--- src/rtl/rs_latch_pkg.sv ---
// Shared types and default timing constants for the RS latch controller.
package rs_latch_pkg;

  typedef enum logic [1:0] {
    ST_IDLE   = 2'd0,
    ST_PULSE  = 2'd1,
    ST_SETTLE = 2'd2,
    ST_CHECK  = 2'd3
  } state_e;

  localparam int unsigned PULSE_CYCLES_DEF  = 2;
  localparam int unsigned SETTLE_CYCLES_DEF = 3;
  localparam int unsigned MAX_RETRY_DEF     = 2;

  // Bits needed to count 0..n-1, never less than one.
  function automatic int unsigned cnt_width(input int unsigned n);
    return (n < 2) ? 1 : $clog2(n);
  endfunction

endpackage

--- src/rtl/rs_latch_ctrl_sync2.sv ---
// Two-flop synchronizer for a single asynchronous level.
module sync2 (
  input  logic clk,
  input  logic rst_n,
  input  logic d_i,
  output logic q_o
);

  logic meta_q;
  logic sync_q;

  always_ff @(posedge clk or negedge rst_n) begin
    if (!rst_n) begin
      meta_q <= 1'b0;
      sync_q <= 1'b0;
    end else begin
      meta_q <= d_i;
      sync_q <= meta_q;
    end
  end

  assign q_o = sync_q;

endmodule

--- src/rtl/rs_latch_ctrl.sv ---
// Drives an external RS latch with timed set/reset pulses and confirms the
// result through synchronized feedback, retrying a bounded number of times.
module rs_latch_ctrl
  import rs_latch_pkg::*;
#(
  parameter int unsigned PULSE_CYCLES  = PULSE_CYCLES_DEF,
  parameter int unsigned SETTLE_CYCLES = SETTLE_CYCLES_DEF,
  parameter int unsigned MAX_RETRY     = MAX_RETRY_DEF
) (
  input  logic clk,
  input  logic reset_n,
  input  logic set_req,
  input  logic rst_req,
  input  logic q_fb,
  input  logic q_bar_fb,
  output logic latch_set,
  output logic latch_reset,
  output logic busy,
  output logic done,
  output logic err,
  output logic q_state
);

  localparam int unsigned CW =
    cnt_width((PULSE_CYCLES > SETTLE_CYCLES) ? PULSE_CYCLES : SETTLE_CYCLES);
  localparam int unsigned RW = cnt_width(MAX_RETRY + 1);

  state_e          state_q, state_d;
  logic [CW-1:0]   cnt_q, cnt_d;
  logic [RW-1:0]   retry_cnt_q, retry_cnt_d;
  logic            retry_q, retry_d;
  logic            target_q, target_d;
  logic            last_set_q, last_set_d;
  logic            pend_set_q, pend_set_d;
  logic            pend_rst_q, pend_rst_d;
  logic            qv_q, qv_d;
  logic            q_state_q, q_state_d;
  logic            err_q, err_d;
  logic            done_q, done_d;
  logic            busy_q, busy_d;
  logic            latch_set_q, latch_set_d;
  logic            latch_reset_q, latch_reset_d;

  logic q_sync, qb_sync;
  logic grant_c, grant_set_c, skip_c, tgt_c, pass_c;

  sync2 u_sync_q (
    .clk   (clk),
    .rst_n (reset_n),
    .d_i   (q_fb),
    .q_o   (q_sync)
  );

  sync2 u_sync_qb (
    .clk   (clk),
    .rst_n (reset_n),
    .d_i   (q_bar_fb),
    .q_o   (qb_sync)
  );

  // Round-robin between directions; last_set_q resets low so set wins first.
  assign grant_c     = pend_set_q | pend_rst_q;
  assign grant_set_c = pend_set_q & (~pend_rst_q | ~last_set_q);
  assign skip_c      = qv_q & (grant_set_c == q_state_q);
  assign tgt_c       = (state_q == ST_IDLE) ? grant_set_c : target_q;
  assign pass_c      = (q_sync == tgt_c) & (qb_sync == ~tgt_c);

  always_ff @(posedge clk or negedge reset_n) begin
    if (!reset_n) state_q <= ST_IDLE;
    else          state_q <= state_d;
  end

  always_comb begin
    state_d = state_q;
    unique case (state_q)
      ST_IDLE:   if (grant_c) state_d = skip_c ? ST_CHECK : ST_PULSE;
      ST_PULSE:  if (cnt_q == CW'(PULSE_CYCLES - 1)) state_d = ST_SETTLE;
      ST_SETTLE: if (cnt_q == CW'(SETTLE_CYCLES - 1)) state_d = ST_CHECK;
      ST_CHECK:  state_d = retry_q ? ST_PULSE : ST_IDLE;
      default:   state_d = ST_IDLE;
    endcase
  end

  // Verdict is taken on the edge entering CHECK so done lines up with CHECK.
  always_comb begin
    pend_set_d  = pend_set_q | set_req;
    pend_rst_d  = pend_rst_q | rst_req;
    target_d    = target_q;
    last_set_d  = last_set_q;
    retry_cnt_d = retry_cnt_q;
    retry_d     = 1'b0;
    qv_d        = qv_q;
    q_state_d   = q_state_q;
    err_d       = err_q;
    done_d      = 1'b0;
    cnt_d       = '0;

    if ((state_d == state_q) && ((state_q == ST_PULSE) || (state_q == ST_SETTLE)))
      cnt_d = cnt_q + CW'(1);

    // A repeat request landing on its own grant edge merges into that grant.
    if ((state_q == ST_IDLE) && grant_c) begin
      target_d   = grant_set_c;
      last_set_d = grant_set_c;
      if (grant_set_c) pend_set_d = 1'b0;
      else             pend_rst_d = 1'b0;
    end

    if (state_d == ST_CHECK) begin
      if (pass_c) begin
        done_d      = 1'b1;
        q_state_d   = tgt_c;
        qv_d        = 1'b1;
        retry_cnt_d = '0;
      end else if (retry_cnt_q < RW'(MAX_RETRY)) begin
        retry_d     = 1'b1;
        retry_cnt_d = retry_cnt_q + RW'(1);
      end else begin
        done_d      = 1'b1;
        err_d       = 1'b1;
        retry_cnt_d = '0;
      end
    end

    latch_set_d   = (state_d == ST_PULSE) &  target_d;
    latch_reset_d = (state_d == ST_PULSE) & ~target_d;
    busy_d        = (state_d != ST_IDLE);
  end

  always_ff @(posedge clk or negedge reset_n) begin
    if (!reset_n) begin
      cnt_q         <= '0;
      retry_cnt_q   <= '0;
      retry_q       <= 1'b0;
      target_q      <= 1'b0;
      last_set_q    <= 1'b0;
      pend_set_q    <= 1'b0;
      pend_rst_q    <= 1'b0;
      qv_q          <= 1'b0;
      q_state_q     <= 1'b0;
      err_q         <= 1'b0;
      done_q        <= 1'b0;
      busy_q        <= 1'b0;
      latch_set_q   <= 1'b0;
      latch_reset_q <= 1'b0;
    end else begin
      cnt_q         <= cnt_d;
      retry_cnt_q   <= retry_cnt_d;
      retry_q       <= retry_d;
      target_q      <= target_d;
      last_set_q    <= last_set_d;
      pend_set_q    <= pend_set_d;
      pend_rst_q    <= pend_rst_d;
      qv_q          <= qv_d;
      q_state_q     <= q_state_d;
      err_q         <= err_d;
      done_q        <= done_d;
      busy_q        <= busy_d;
      latch_set_q   <= latch_set_d;
      latch_reset_q <= latch_reset_d;
    end
  end

  assign latch_set   = latch_set_q;
  assign latch_reset = latch_reset_q;
  assign busy        = busy_q;
  assign done        = done_q;
  assign err         = err_q;
  assign q_state     = q_state_q;

endmodule

--- config.mk ---
export PLATFORM = sky130hd
export DESIGN_NAME = rs_latch_ctrl
export DESIGN_NICKNAME = d
export VERILOG_FILES = /design/src/rtl/rs_latch_pkg.sv /design/src/rtl/rs_latch_ctrl_sync2.sv /design/src/rtl/rs_latch_ctrl.sv
export SDC_FILE = /design/constraint.sdc
export NUM_CORES = 1
export LEC_CHECK = 0
export BUFFER_PORTS_ARGS = -buffer_cell sky130_fd_sc_hd__clkbuf_2
export CAP_MARGIN = 15
export CORE_ASPECT_RATIO = 0.9
export CORE_MARGIN = 1
export CORE_UTILIZATION = 56
export CTS_CLUSTER_DIAMETER = 150
export CTS_CLUSTER_SIZE = 30
export DETAILED_ROUTE_END_ITERATION = 6
export GPL_TIMING_DRIVEN = 0
export PLACE_DENSITY_LB_ADDON = 0.08
export REMOVE_ABC_BUFFERS = 1
export SYNTH_ARGS = -nofsm -noshare
export SYNTH_HDL_FRONTEND = slang
export SYNTH_SLANG_ARGS = --single-unit
--- constraint.sdc ---
create_clock -name clk -period 2.7 [get_ports clk]
set_input_delay 0.27 -clock clk [delete_from_list [all_inputs] [get_ports clk]]
set_output_delay 0.27 -clock clk [all_outputs]
set_load 0.01 [all_outputs]
==> results of run 1 <==
## stage by stage
stage	worst slack [ns]	power, mW	hold slack (ns)	util, %
after floorplan	0.782	1.20	-0.0256	-
after global placement	0.547	1.35	0.274	67.5
after detailed placement	0.509	1.40	0.281	67.5
after CTS	0.483	1.59	0.0442	70.1
after global routing	0.337	1.71	0.0398	70.1
final	0.487	1.58	0.0575	70.1
## kinds of logic (layout without fill, tap and decap cells)
kind of cell               after synthesis  after routing  share of synthesized area, %
AOI/OAI and AO/OA                       24             24                          19.2
adders and majority gates                8              8                          8.94
buffers and inverters                    7             22                          3.02
DFF                                     22             22                          49.2
muxes                                    2              2                          2.23
and+or+nand+nor                         34             34                          17.4
## worst register-to-register path, stage by stage (launching register included)
cell,delay [ns]
dfrtp_1,0.47
inv_1,0.20
ha_1,0.37
nor2b_1,0.12
a31oi_4,0.20
mux2i_2,0.40
nor3_4,0.08
mux2_2,0.28
## power groups by stage
stage	combinational [mW]	sequential, mW	clock (mW)
floorplan	0.639	0.561	0
global placement	0.788	0.564	0
detailed placement	0.826	0.573	0
CTS	0.834	0.566	0.188
global route	0.928	0.586	0.195
finish	0.827	0.567	0.182
## Yosys cell counts (all sizes together) (2+ instances only)
cell type	count
a21o	2
a21oi	3
a31oi	3
and3	3
dfrtp	22
ha	8
inv	6
nand2	6
nand2b	6
nor2	10
nor2b	2
nor3	2
nor4	2
o21ai	5
## layout make-up
type / count / area (um2) / share of cell area, %
Tap cell: 24 / 30.0 / 2.42
Timing Repair Buffer: 12 / 65.1 / 5.25
Clock buffer: 4 / 36.3 / 2.93
Multi-Input combinational cell: 68 / 536 / 43.2
Sequential cell: 22 / 551 / 44.4
Inverter: 6 / 22.5 / 1.82
## routing by layer
metal / GRT usage [%] / vias up
li1: - / 372
met4: 5.29 / 0
met2: 35.6 / 12
met3: 5.15 / 3
met1: 26.8 / 361
met5: 0 / -
## worst max path at each step
| stage | from | end | cells past startpoint |
|---|---|---|---|
| after global placement | state_q[1] | retry_cnt_q[0] | 7 |
| after global routing | state_q[1] | retry_cnt_q[0] | 7 |
| final | state_q[1] | retry_cnt_q[0] | 7 |
| after CTS | state_q[1] | retry_cnt_q[0] | 7 |
| after detailed placement | state_q[1] | retry_cnt_q[0] | 7 |
| after floorplan | state_q[1] | retry_cnt_q[0] | 7 |
==> out/results.ini, run 1 <==
[status]
status = completed

[sta]
fmax_mhz = 452
min_period_ns = 2.21
tns_ns = 0
final-hold-violation-count = 0
drv_slew = 0
min_period_over_period_pct = 82.0
tightest_slew_ns = 0.552
relSlewSlack_pct = 63.2
setup-violations-final = 0
rsz0062_at_grt = no
skew_ns = 0.00918

[layout]
final_cell_count_no_fill = 136
syn_to_final_growth_pct = 10.7
stdcell_area_um2 = 1240
reg.largest.list = cnt_q: 2 flops, retry_cnt_q: 2 flops, state_q: 2 flops
final_cell_mix = dfrtp_1 (22), clkbuf_2 (11), nor2_1 (10)
drive_above_1_share_pct = 21.4
fillers = 138
layout_commonest_cell = dfrtp_1
final_nets = 127
n_antenna_cell = 0

[critical_path]
crit_type = reg2reg
cp_cell_sequence = inv_1 -> ha_1 -> nor2b_1 -> a31oi_4 -> mux2i_2 -> nor3_4 -> mux2_2
r2r-end = retry_cnt_q[0]
cpPeakStageDelay_ns = 0.47
critPathRequiredTime_ns = 2.91
ff2ff_path_depth = 7
crit_family = multiplexers
reg2reg_from = state_q[1]
crit_slowest_cell = dfrtp_1
r2r_slack_ns = 0.49
worst-path-buf-inv = 1
crit_path_end_kind = register
cp_max_fo = 7
worst_setup_path_start_kind = register
worstPathArrival_ns = 2.43

[place]
placed_cell_area_um2 = 1190
dp.final_hpwl_um = 1410
placed_cells = 131
place.gp.congestion = 0.828
io_buffers = 11

[drt]
drc_errors = 0
wl_per_cell_um = 14.3
drt_iter0_drc = 9
num_vias = 748
dr.pass1.iters = 4
wl_met1_um = 913
vias_per_cell = 5.50
ant_nets = 0
dr.max_layer_used = met4
met2_length_um = 958
routed_wl_um = 1940
wl_met3_um = 60

[pwr]
leakage_nw = 0.578
p_sw_mw = 0.698
p_sw_share_pct = 44.3
p_per_area_nw_per_um2 = 1270
comb_power_share_pct = 52.5
peakVddDrop_mv = 0.827
clkPwrFrac_pct = 11.6
p_seq_share_pct = 35.9
p_int_mw = 0.878

[global_routing]
grt_overflow = 0
antenna_found_initial = 0
track_usage_pct = 20.8
grt_pass1_wl_um = 3320
grt_max_degree = 23
grt_pass1_vias = 698

[floorplan]
rows = 14
dieArea_um2 = 2180
die_y_um = 44.4
start_util_pct = 63.3
ios = 12
core_um2 = 1770
die_w_um = 49.1

[worst_hold_path]
hold_path.class = in2reg
min_path_cells = 1
hold_path_end = u_sync_qb.meta_q
min_from = q_bar_fb

[yosys]
synth_top_cell_by_area = dfrtp_1
yosysWarnings = 0
syn_area_um2 = 1120
ys_async_sr_fraction_pct = 100
yosysSeqAreaShare_pct = 49.2
synth_ff_type = dfrtp_1
yosysTopAreaCellShare_pct = 49.2
ys_types = 33
synth_cells = 97
synth.avg_cell_area_um2 = 11.5
synth_area_leaders = dfrtp_1 (49%), ha_1 (8.9%), nand2b_1 (3.4%)
synth_edf_count = 0
ys_ff_latch = 22

[run]
drv_cap = 0

[clock_tree]
clock_sinks = 22
clk_pin_slew_ns = 0.12
holdBufCountCts = 1
cts_buffers = 3
clock_path_buffers = 2
cts_tree = done
cts_setup_buffers = 0
insertion_delay_ns = 0.31
ctsResizeCount = 0
root_buffer = clkbuf_4
h-tree-depth = 1

Note: power is estimated with default switching activity, not from simulation.
==> inputs of run 2 (changes only) <==
--- a/config.mk
+++ b/config.mk
@@ -5,11 +5,12 @@
 export SDC_FILE = /design/constraint.sdc
 export NUM_CORES = 1
 export LEC_CHECK = 0
+export ABC_AREA = 1
 export BUFFER_PORTS_ARGS = -buffer_cell sky130_fd_sc_hd__clkbuf_2
 export CAP_MARGIN = 15
 export CORE_ASPECT_RATIO = 0.9
 export CORE_MARGIN = 1
-export CORE_UTILIZATION = 56
+export CORE_UTILIZATION = 55
 export CTS_CLUSTER_DIAMETER = 150
 export CTS_CLUSTER_SIZE = 30
 export DETAILED_ROUTE_END_ITERATION = 6
==> constraint.sdc (replaced) <==
create_clock -name clk -period 2.3 [get_ports clk]
set_input_delay 0.23 -clock clk [delete_from_list [all_inputs] [get_ports clk]]
set_output_delay 0.23 -clock clk [all_outputs]
set_load 0.01 [all_outputs]
==> out/results.ini, run 2 <==
[status]
status = completed

[drt]
num_vias = 755  ; +0.94%
wl_per_cell_um = 10.4  ; -27%
ant_nets = 0  ; unchanged
drt_iter0_drc = 10  ; +1
dr.pass1.iters = 4  ; unchanged
vias_per_cell = 4.84  ; -12%
drc_errors = 0  ; unchanged
routed_wl_um = 1620  ; -17%

[yosys]
yosysSeqAreaShare_pct = 52.1  ; +3.0 points
synth_cells = 116  ; +20%
synth_area_leaders = dfrtp_1 (52%), ha_1 (9.5%), nand2_1 (9.2%)
yosysTopAreaCellShare_pct = 52.1  ; +3.0 points
synth.avg_cell_area_um2 = 9.10  ; -21%
ys_ff_latch = 22  ; unchanged
synth_compound_area_share_pct = 3.44  ; -16 points
ys_types = 17  ; -48%
synth_xor_area_share_pct = 0  ; unchanged
syn_area_um2 = 1060  ; -5.7%
synth_common_cells = nand2_1 (26), dfrtp_1 (22), inv_1 (18)
synth_ff_type = dfrtp_1
synth_adder_area_share_pct = 9.48  ; +0.54 points
synth_top_family_by_area = simple AND/OR/NAND/NOR gates
synth_edf_count = 0  ; unchanged
yosysMostFrequentCell = nand2_1
synth_top_cell_by_area = dfrtp_1
ys_async_sr_fraction_pct = 100  ; unchanged
synthMuxAreaShare_pct = 0  ; -2.2 points
yosysWarnings = 0  ; unchanged
yosys.area_share.simple_pct = 28.2  ; +11 points

[pwr]
p_per_area_nw_per_um2 = 1450  ; +14%
leakage_nw = 0.664  ; +15%
peakVddDrop_mv = 0.836  ; +1.0%
total_power_mw = 1.74  ; +11%

[critical_path]
crit_path_end = cnt_q[0]
cp_cell_sequence = inv_1 -> ha_1 -> inv_1 -> nand2_1 -> nor2_1 -> nand2_1 -> nand2_2 -> nor2_1 -> nor2_1 -> nand3_1 -> nor2_1
reg2reg_from = state_q[0]
r2r_slack_ns = 0.58  ; +0.09 ns
crit_slowest_cell = dfrtp_1
crit_type = reg2reg
worstPathArrival_ns = 1.96  ; -0.47 ns
crit_start = state_q[0]
path_depth = 11  ; +4
worst-path-buf-inv = 2  ; +1
cp_max_fo = 6  ; -1
r2r-end = cnt_q[0]
crit_family = simple AND/OR/NAND/NOR gates
ff2ff_path_depth = 11  ; +4
cpPeakStageDelay_ns = 0.46  ; about the same
critPathMostFrequentCell = nor2_1
worst_setup_path_start_kind = register
crit_path_end_kind = register
critPathRequiredTime_ns = 2.54  ; -0.37 ns

[layout]
drive_above_1_share_pct = 20.5  ; -0.97 points
syn_to_final_growth_pct = 14.0
n_antenna_cell = 0  ; unchanged
layout_commonest_cell = nand2_1
reg.largest.list = cnt_q: 2 flops, retry_cnt_q: 2 flops, state_q: 2 flops
fin_util_pct = 69.4  ; -0.68 points
final_nets = 147  ; +16%
final_cell_mix = nand2_1 (26), dfrtp_1 (22), inv_1 (18)

[place]
io_buffers = 11  ; unchanged
dp.final_hpwl_um = 1200  ; -15%
place.gp.congestion = 0.850  ; +2.7%

[sta]
min_period_over_period_pct = 74.7  ; -7.2 points
fmax_mhz = 582  ; +29%
tns_ns = 0  ; unchanged
tightest_slew_ns = 0.525  ; -0.0270 ns
rsz0062_at_grt = no
drv_slew = 0  ; unchanged
min_period_ns = 1.72  ; -0.495 ns
skew_ns = 0.00332  ; -0.00586 ns
final-hold-violation-count = 0  ; unchanged
relSlewSlack_pct = 65.0  ; +1.8 points
setup-violations-final = 0  ; unchanged

[clock_tree]
clock_sinks = 22  ; unchanged
root_buffer = clkbuf_4
cts_tree = done
insertion_delay_ns = 0.30  ; about the same
clk_pin_slew_ns = 0.11  ; about the same
cts_buffers = 3  ; unchanged
clock_path_buffers = 2  ; unchanged
h-tree-depth = 1  ; unchanged
ctsResizeCount = 0  ; unchanged

[floorplan]
start_util_pct = 60.9  ; -2.4 points
die_w_um = 48.2  ; -1.9%
die_y_um = 43.6  ; -1.9%
dieArea_um2 = 2100  ; -3.8%
core_um2 = 1730  ; -2.0%
rows = 14  ; unchanged
ios = 12  ; unchanged

[global_routing]
grt_max_degree = 23  ; unchanged
grt_overflow = 0  ; unchanged
grt_pass1_vias = 739  ; +5.9%
track_usage_pct = 19.1  ; -1.8 points
antenna_found_initial = 0  ; unchanged
grt_pass1_wl_um = 2770  ; -16%

[run]
drv_cap = 0  ; unchanged

[worst_hold_path]
min_path_cells = 1  ; unchanged
hold_path.class = in2reg

## run 2: cell types whose count changed in the layout (fill, tap and decap cells not counted), moves of 3 or more
cell	delta
nand2_2	+4
inv_1	+12
nand2_1	+20
nor2_1	+3
nand2b_1	-6
and3_1	-3
nand3_1	+10
o21ai_0	-3
## run 2: worst min-delay path by stage
stage                        start               end
final                         q_fb   u_sync_q.meta_q
after global routing      q_bar_fb  u_sync_qb.meta_q
after CTS                 q_bar_fb  u_sync_qb.meta_q
after detailed placement   reset_n  u_sync_qb.meta_q
after global placement     reset_n  u_sync_qb.meta_q
after floorplan            reset_n              busy
## run 2: kinds of logic (layout without fill, tap and decap cells)
family	after synthesis	in the layout
simple gates	61	61
compound gates	6	6
flops	22	22
buf+inv	19	35
fa+ha+maj	8	8
## run 2: timing repair
item | in CTS | in global routing
setup buffers | 0 | 0
hold buffers | 1 | 0
setup endpoints to repair | 0 | 0
endpoints found under the hold margin | 22 | 0
## run 2: routing by layer
metal	track usage, %	share of wire (%)
met1	21.7	47
met2	33.3	50
met3	6.25	2.7
met4	5.00	0.80
met5	0	0
## run 2: metrics by stage
stage | worst slack, ns | hold slack, ns | instances | area (um2)
finish | 0.581 | 0.0293 | 156 | 1200
global route | 0.404 | 0.0131 | 156 | 1200
CTS | 0.576 | 0.0190 | 156 | 1200
detailed placement | 0.601 | 0.232 | 151 | 1140
global placement | 0.646 | 0.223 | 151 | 1140
floorplan | 0.803 | -0.0656 | 116 | 1060
## run 2: where the power goes
part | total, mW | switching (mW) | internal (mW)
Clock | 0.286 | 0.110 | 0.176
Sequential | 0.616 | 0.0978 | 0.518
Combinational | 0.841 | 0.547 | 0.295
## run 2: final cells by class
type | instances | area (um2)
sequential | 22 | 551
fill | 156 | 531
multi-input combinational | 75 | 434
inverter | 19 | 71.3
timing repair buffer | 12 | 65.1
clock inverter | 1 | 30.0
tap | 24 | 30.0
clock buffer | 3 | 22.5
